File: config.mk
export PLATFORM = sky130hd
export DESIGN_NAME = lattice_result_collector
export DESIGN_NICKNAME = d
export VERILOG_FILES = /design/src/rtl/lattice_result_collector.sv
export SDC_FILE = /design/constraint.sdc
export NUM_CORES = 1
export LEC_CHECK = 0
export BUFFER_PORTS_ARGS = -buffer_cell sky130_fd_sc_hd__clkbuf_2
export CAP_MARGIN = 25
export CORE_MARGIN = 4
export CORE_UTILIZATION = 45
export CTS_BUF_LIST = sky130_fd_sc_hd__clkbuf_2
export DETAILED_ROUTE_END_ITERATION = 10
export GPL_ROUTABILITY_DRIVEN = 1
export MAX_ROUTING_LAYER = met4
export PLACE_DENSITY = 0.68
export SLEW_MARGIN = 25
export SYNTH_ARGS = -nofsm -noshare
export SYNTH_HDL_FRONTEND = slang
export SYNTH_SLANG_ARGS = --single-unit
File: constraint.sdc
create_clock -name clk -period 3.5 [get_ports clk]
set_input_delay 0.175 -clock clk [delete_from_list [all_inputs] [get_ports clk]]
set_output_delay 0.175 -clock clk [all_outputs]
set_load 0.02 [all_outputs]
File: src/rtl/lattice_result_collector.sv
// lattice_result_collector
//   Collects winning nonces from the tail of the lattice chain into a small
//   first-word-fall-through FIFO for the consumer, and tracks per-job status.
//
//   state | meaning
//   ------+------------------------------------------------------------
//   IDLE  | no job; results ignored
//   RUN   | job active; successes written to FIFO and counted
//   DRAIN | job ended; waiting for consumer to empty the FIFO
//   DONE  | job finished and drained; job_done pulses for this one cycle
//
// Ports
//   clk, rst                       clock, async active-high reset
//   job_start, job_end             one-cycle job control pulses
//   res_valid/success/partition/nonce   result from chain tail (no backpressure)
//   out_valid/ready/partition/nonce     FWFT result stream to consumer
//   overflow                       sticky: a success was dropped this job
//   hit_count                      saturating count of successes this job
//   job_done                       one-cycle pulse when job drained
//   busy                           high in RUN or DRAIN
module lattice_result_collector #(
  parameter int LOG2_NUM_CORES  = 1,
  parameter int LOG2_FIFO_DEPTH = 2
) (
  input  logic                      clk,
  input  logic                      rst,
  input  logic                      job_start,
  input  logic                      job_end,
  input  logic                      res_valid,
  input  logic                      res_success,
  input  logic [LOG2_NUM_CORES-1:0] res_partition,
  input  logic [31:0]               res_nonce,
  output logic                      out_valid,
  input  logic                      out_ready,
  output logic [LOG2_NUM_CORES-1:0] out_partition,
  output logic [31:0]               out_nonce,
  output logic                      overflow,
  output logic [15:0]               hit_count,
  output logic                      job_done,
  output logic                      busy
);

  localparam int DEPTH = 2 ** LOG2_FIFO_DEPTH;
  localparam int EW    = LOG2_NUM_CORES + 32;

  localparam logic [LOG2_FIFO_DEPTH:0]   CNT_ONE  = 1;
  localparam logic [LOG2_FIFO_DEPTH:0]   CNT_FULL = DEPTH[LOG2_FIFO_DEPTH:0];
  localparam logic [LOG2_FIFO_DEPTH-1:0] PTR_ONE  = 1;

  typedef enum logic [1:0] {IDLE, RUN, DRAIN, DONE} state_t;

  state_t                     state, state_nxt;
  logic [EW-1:0]              mem [DEPTH];
  logic [LOG2_FIFO_DEPTH-1:0] wptr, rptr;
  logic [LOG2_FIFO_DEPTH:0]   count, count_nxt;
  logic                       full, pop, wr_req, wr_en;

  assign full      = (count == CNT_FULL);
  assign out_valid = (count != '0);
  assign {out_partition, out_nonce} = mem[rptr];

  // job_start flushes the FIFO, so neither a pop nor a write may happen
  // on that edge.
  assign pop    = out_valid & out_ready & ~job_start;
  assign wr_req = (state == RUN) & res_valid & res_success & ~job_start;
  // A full FIFO still accepts a write when the head leaves on the same edge.
  assign wr_en  = wr_req & (~full | pop);

  always_comb begin
    count_nxt = count;
    case ({wr_en, pop})
      2'b10:   count_nxt = count + CNT_ONE;
      2'b01:   count_nxt = count - CNT_ONE;
      default: count_nxt = count;
    endcase
  end

  // DRAIN leaves on the edge that empties the FIFO, so job_done lands the
  // cycle right after the last pop.
  always_comb begin
    state_nxt = state;
    busy      = 1'b0;
    job_done  = 1'b0;
    case (state)
      IDLE:  state_nxt = IDLE;
      RUN: begin
        busy = 1'b1;
        if (job_end) state_nxt = DRAIN;
      end
      DRAIN: begin
        busy = 1'b1;
        if (count_nxt == '0) state_nxt = DONE;
      end
      DONE: begin
        job_done  = 1'b1;
        state_nxt = IDLE;
      end
      default: state_nxt = IDLE;
    endcase
    if (job_start) state_nxt = RUN;
  end

  always_ff @(posedge clk or posedge rst) begin
    if (rst) begin
      state     <= IDLE;
      wptr      <= '0;
      rptr      <= '0;
      count     <= '0;
      overflow  <= 1'b0;
      hit_count <= '0;
    end else if (job_start) begin
      state     <= state_nxt;
      wptr      <= '0;
      rptr      <= '0;
      count     <= '0;
      overflow  <= 1'b0;
      hit_count <= '0;
    end else begin
      state <= state_nxt;
      count <= count_nxt;
      if (wr_en) wptr <= wptr + PTR_ONE;
      if (pop)   rptr <= rptr + PTR_ONE;
      if (wr_req && !wr_en) overflow <= 1'b1;
      if (wr_req && hit_count != 16'hFFFF) hit_count <= hit_count + 16'd1;
    end
  end

  // Storage needs no reset; occupancy alone decides what is valid.
  always_ff @(posedge clk) begin
    if (wr_en) mem[wptr] <= {res_partition, res_nonce};
  end

endmodule

==> results_dict.tcl, run 1 <==
set metrics [dict create \
    min-delay-start "res_nonce[24]" \
    crit_required_ns 3.88 \
    initial_core_util_pct 46.1 \
    insertion_delay_ns 0.69 \
    cts_inserted_buffers 17 \
    skew_ns 0.0194 \
    num_vias 3601 \
    drtAntennaViolNets 0 \
    core-area_um2 13900 \
    antenna_found_initial 0 \
    synth_warnings 0 \
    fp.dieW_um 127 \
    finalCoreUtilization_pct 55.8 \
    r2r-start "state[1]$_DFFE_PP0P_" \
    syn_inst 350 \
    place_inst 613 \
    slew_headroom_pct 40.9 \
    p_leak_nw 2.84 \
    gp_congestion 0.819 \
    finalNonFillerCells 686 \
    drcViolationCount 0 \
    dieArea_um2 16200 \
    grt_pass1_wl_um 20200 \
    synth_ff_type "edfxtp_1" \
    worstPathArrival_ns 3.50 \
    fin_nets 544 \
    hold_violations 0 \
    clock-root-buffer "clkbuf_2" \
    startpoint_type "flip-flop" \
    critPathLaunch "state[1]$_DFFE_PP0P_" \
    post_drt_wl_per_cell_um 18.2 \
    io-pin-count 93 \
    r2r.worst_path.cells 8 \
    power_density_nw_per_um2 475 \
    grt_max_degree 35 \
    drv_slew 0 \
    numPortBuffers 92 \
    nFillCells 1126 \
    dp_hpwl_um 7770 \
    cts_tree "yes" \
    netlist_area_um2 6400 \
    synth.distinct_cells 49 \
    grt_setup_unrepaired "no" \
    holdPathStages 2 \
    setup_violations 0 \
    hold_path_class "primary input to flip-flop" \
    clk_pin_slew_ns 0.20 \
    drt_wl_total_um 12500 \
    grtUsageTotal_pct 16.9 \
    fin_crit_sh_pct 89.0 \
    overflow 0 \
    syn_area_per_cell_um2 18.3 \
    num_rows 43 \
    period_minus_slack_ns 3.11 \
    synthArstFlopShare_pct 16.5 \
    die_y_um 127 \
    status "finished clean" \
    htree_levels 4 \
    yosysTopAreaCell "edfxtp_1" \
    firstDrtPassIters 4 \
    cp_max_fo 20 \
    ir_drop_v 0.000189 \
    grt_pass1_vias 3910 \
    synth.area.top_cells "edfxtp_1 62%, mux4_2 12%, dfrtp_1 10%, ha_1 1.8%, nor2_1 1.2%" \
    cts_sinks 158 \
    yosys_register_bits 158 \
    max_freq_mhz 321 \
    maxCapViolCount 0 \
    crit_type "flip-flop to flip-flop" \
    multi_input_area_um2 1690 \
    tns_ns 0 \
    clock_path_buffers 2 \
    viasPerCell 5.25 \
    drive_above_1_share_pct 34.4 \
    antenna_cells 0 \
    postCtsSetupBuffers 0 \
    yosysSeqAreaShare_pct 72.1 \
    endpoint_kind "flip-flop" \
    synthesis.nets 400 \
    final-seq-area_um2 4620 \
    worst_pin_slew_ns 0.887 \
    first_iter_violations 277 \
    synth_top_cell_area_share_pct 61.9 \
    synth_edf_count 132 \
    area_growth_pct 21.1 \
]
[placed cells by master (no fill, tap or decap), types with 5 or more instances in the layout]
cell / Yosys / routed
mux4_2: 33 / 33
xnor2_1: 6 / 6
nor2_1: 21 / 21
mux2i_1: 5 / 5
o21ai_0: 7 / 7
inv_1: 8 / 7
dfrtp_1: 26 / 24
edfxtp_1: 132 / 132
ha_1: 9 / 9
buf_4: 0 / 6
nand2_1: 14 / 14
clkinvlp_4: 0 / 5
dlygate4sd3_1: 0 / 42
clkbuf_2: 0 / 111
nand3_1: 11 / 11
[through the flow]
step / instance area (um^2) / total power [mW] / hold WS [ns] / worst slack, ns
after global routing: 7750 / 3.86 / 0.129 / 0.123
after CTS: 7740 / 3.73 / 0.157 / 0.250
final: 7750 / 3.68 / 0.242 / 0.386
after global placement: 7060 / 2.61 / 0.389 / 0.734
after detailed placement: 7060 / 2.63 / 0.395 / 0.622
after floorplan: 6400 / 2.47 / 0.215 / 0.650
[flip-flops by register name, indices dropped and copies added, names as in the netlist]
name / cells
hit_count: 16
count: 3
mem: 132
state: 2
overflow: 1
rptr: 2
wptr: 2
[cells in the mapped netlist, types with 5 or more instances]
cell type    n
nand3_1     11
nand2_1     14
o21ai_0      7
mux4_2      33
nor2_1      21
inv_1        8
xnor2_1      6
ha_1         9
dfrtp_1     26
clkbuf_1     9
edfxtp_1   132
mux2i_1      5
[critical path, cell delays in order (launching register included)]
cell and delay, ns:
dfrtp_1 0.46, inv_1 0.09, ha_1 0.17, nand4b_1 0.13, dlygate4sd3_1 0.58, buf_4 0.19, a31oi_1 0.45, and2_4 0.39
buf_4 0.36
[power breakdown]
group          internal (mW)  switching [mW]
Combinational          0.219           0.286
Clock                  0.463           0.600
Sequential              2.08          0.0287
Total                   2.77           0.915
[logic make-up after synthesis]
logic type	after synthesis	share of synthesized area, %
AO/OA/AOI/OAI	27	3.03
multiplexers	40	12.7
adder cells (fa/ha/maj)	10	2.07
buffers and inverters	23	1.66
AND/OR/NAND/NOR	83	7.16
flip-flops	158	72.1
XOR/XNOR	9	1.23
[final cells by class]
cell class	count	share of cell area [%]
Inverter	8	0.388
Clock inverter	12	2.20
Sequential cell	158	59.6
Timing Repair Buffer	140	11.9
Tap cell	180	2.91
Clock buffer	19	1.23
Multi-Input combinational cell	169	21.8
[path summary, 6_finish.rpt]
check,to,slack (ns)
setup / recovery,mem[2][17]$_DFFE_PP_,0.39
hold / removal,mem[3][24]$_DFFE_PP_,0.24
setup reg to reg,mem[2][17]$_DFFE_PP_,0.39
hold reg to reg,overflow$_DFFE_PP0P_,0.54
max in group asynchronous,rptr[1]$_DFFE_PP0P_,2.48
min in group asynchronous,overflow$_DFFE_PP0P_,0.63
[layer usage]
layer / GRT usage, % / vias up / share of wire (%)
met3: 4.31 / 7 / 4.7
met2: 28.6 / 106 / 53
li1: - / 1686 / -
met5: - / - / 0
met1: 19.9 / 1802 / 42
met4: 5.49 / 0 / 0.64
[timing repair]
item	CTS	global route
resized for setup	0	1
endpoints found under the setup margin	0	16
endpoints found under the hold margin	174	26
hold buffers	41	1
(Power assumes the default switching activity.)
==> run 2: changes to the inputs <==
- ABC_CLOCK_PERIOD_IN_PS: default -> 3100
- SKIP_CTS_REPAIR_TIMING: default -> 1
- clock period: 3.5 -> 3.1 ns (I/O delays scaled with it)
==> run 2 against run 1 <==
  * Total power is 9.4% higher
  * Sequential share of layout area is 0.17 points lower
  * Maximum frequency is 9.0% higher
  * Die area stayed put
  * Cell count stayed put
  * Non-clock buffer count stayed put
  * Flip-flop and latch count stayed put
  * Clock skew is 0.013 ns higher
  * Global-route usage is 1.6 points lower
  * Via count is 0.28% higher
  * Critical path type unchanged
  * Largest cell class unchanged
  * Highest routed layer unchanged
==> results_dict.tcl, run 2 (synthesis results as in run 1) <==
set metrics [dict create \
    status "finished clean" \
    num_rows 43 \
    ff2ff_setup_slack_ns 0.24 \
    hold_end "mem[0][22]$_DFFE_PP_" \
    largest_reg_flops 132 \
    fin_crit_sh_pct 92.2 \
    antenna_cells 0 \
    min-delay-start "res_nonce[22]" \
    hold_path_class "primary input to flip-flop" \
    fp.dieW_um 127 \
    post_drt_wl_per_cell_um 17.0 \
    drv_slew 0 \
    reg_top3 "mem x132, hit_count x16, count x3" \
    crit_required_ns 3.70 \
    dieArea_um2 16200 \
    initial_core_util_pct 46.1 \
    num_vias 3611 \
    r2r-start "count[2]$_DFF_PP0_" \
    grtUsageTotal_pct 15.3 \
    area_growth_pct 21.4 \
    insertion_delay_ns 0.68 \
    total_power_mw 4.03 \
    place_inst 614 \
    mostFrequentLayoutCells "132 x edfxtp_1, 109 x clkbuf_2, 41 x dlygate4sd3_1" \
    core-area_um2 13900 \
    hold_slack_ns 0.215 \
    ir_drop_v 0.000275 \
    period_minus_slack_ns 2.86 \
    holdPathStages 2 \
    hold_violations 0 \
    maxCapViolCount 0 \
    r2r_end "state[1]$_DFFE_PP0P_" \
    grt_setup_unrepaired "no" \
    drt_wl_total_um 11700 \
    first_iter_violations 256 \
    crit_type "flip-flop to flip-flop" \
    grt_pass1_wl_um 18200 \
    cts_sinks 158 \
    antenna_found_initial 0 \
    clock-root-buffer "clkbuf_2" \
    clock_path_buffers 2 \
    startpoint_type "flip-flop" \
    grt_pass1_vias 3464 \
    endpoint_kind "flip-flop" \
    layout_commonest_cell "edfxtp_1" \
    cp_max_fo 9 \
    die_y_um 127 \
    clk_pin_slew_ns 0.22 \
    gp_congestion 0.781 \
    drcViolationCount 0 \
    dp_hpwl_um 7570 \
    power_density_nw_per_um2 518 \
    grt_max_degree 35 \
    r2r.worst_path.cells 6 \
    p_leak_nw 2.85 \
    drive_above_1_share_pct 34.6 \
    htree_levels 4 \
    skew_ns 0.0322 \
    tns_ns 0 \
    setup_violations 0 \
    largest-register "mem" \
    cts_inserted_buffers 17 \
    max_freq_mhz 350 \
    io-pin-count 93 \
    firstDrtPassIters 5 \
    worstPathArrival_ns 3.46 \
    fin_nets 544 \
    drtAntennaViolNets 0 \
    finalNonFillerCells 686 \
    cts_tree "yes" \
    overflow 0 \
    slew_headroom_pct 41.6 \
    numPortBuffers 92 \
    worst_pin_slew_ns 0.876 \
    viasPerCell 5.26 \
]
[run 2: final cells by class]
| cell class | instances | area [um^2] |
|---|---|---|
| repair buffers | 140 | 986 |
| clock buffers | 17 | 85.1 |
| fillers | 1105 | 6110 |
| well taps | 180 | 225 |
| multi-input cells | 169 | 1680 |
| flip-flops and latches | 158 | 4620 |
| clock inverters | 14 | 144 |
| inverters | 8 | 30.0 |
[run 2: through the flow]
step / utilization (%) / instance area [um^2] / setup WS (ns)
final: 56.0 / 7770 / 0.243
after global routing: 56.0 / 7770 / 0.0598
after CTS: 53.0 / 7360 / 0.209
after detailed placement: 51.4 / 7130 / 0.241
after global placement: 51.4 / 7130 / 0.333
after floorplan: - / 6400 / 0.250
[run 2: worst max-delay path by stage]
stage          cells after the start                    to               start  slack [ns]
6_report                           6  state[1]$_DFFE_PP0P_  count[2]$_DFF_PP0_        0.24
5_1_grt                            6  state[1]$_DFFE_PP0P_  count[2]$_DFF_PP0_        0.06
4_1_cts                            6  state[1]$_DFFE_PP0P_  count[2]$_DFF_PP0_        0.21
3_5_place_dp                       6  state[1]$_DFFE_PP0P_  count[2]$_DFF_PP0_        0.24
3_3_place_gp                       6  state[1]$_DFFE_PP0P_  count[2]$_DFF_PP0_        0.33
2_1_floorplan                      8  state[1]$_DFFE_PP0P_  count[2]$_DFF_PP0_        0.25
[run 2: layer usage]
metal	track usage, %	up-vias	wire, um
met5	-	-	0
met3	5.31	14	625
met2	23.2	110	5810
li1	-	1694	-
met4	5.17	0	160
met1	19.6	1793	5080
[run 2: worst max-delay path, stage by stage, from the launching register on]
cell and delay, ns:
dfrtp_1 0.51, or3_1 0.45, and3_1 0.23, fa_1 0.53, and4b_1 0.21, a222oi_1 0.47
mux2_1 0.37
[run 2: power by group]
| group | internal (mW) | switching, mW |
|---|---|---|
| registers | 2.35 | 0.0393 |
| clock network | 0.367 | 0.699 |
| logic | 0.255 | 0.312 |
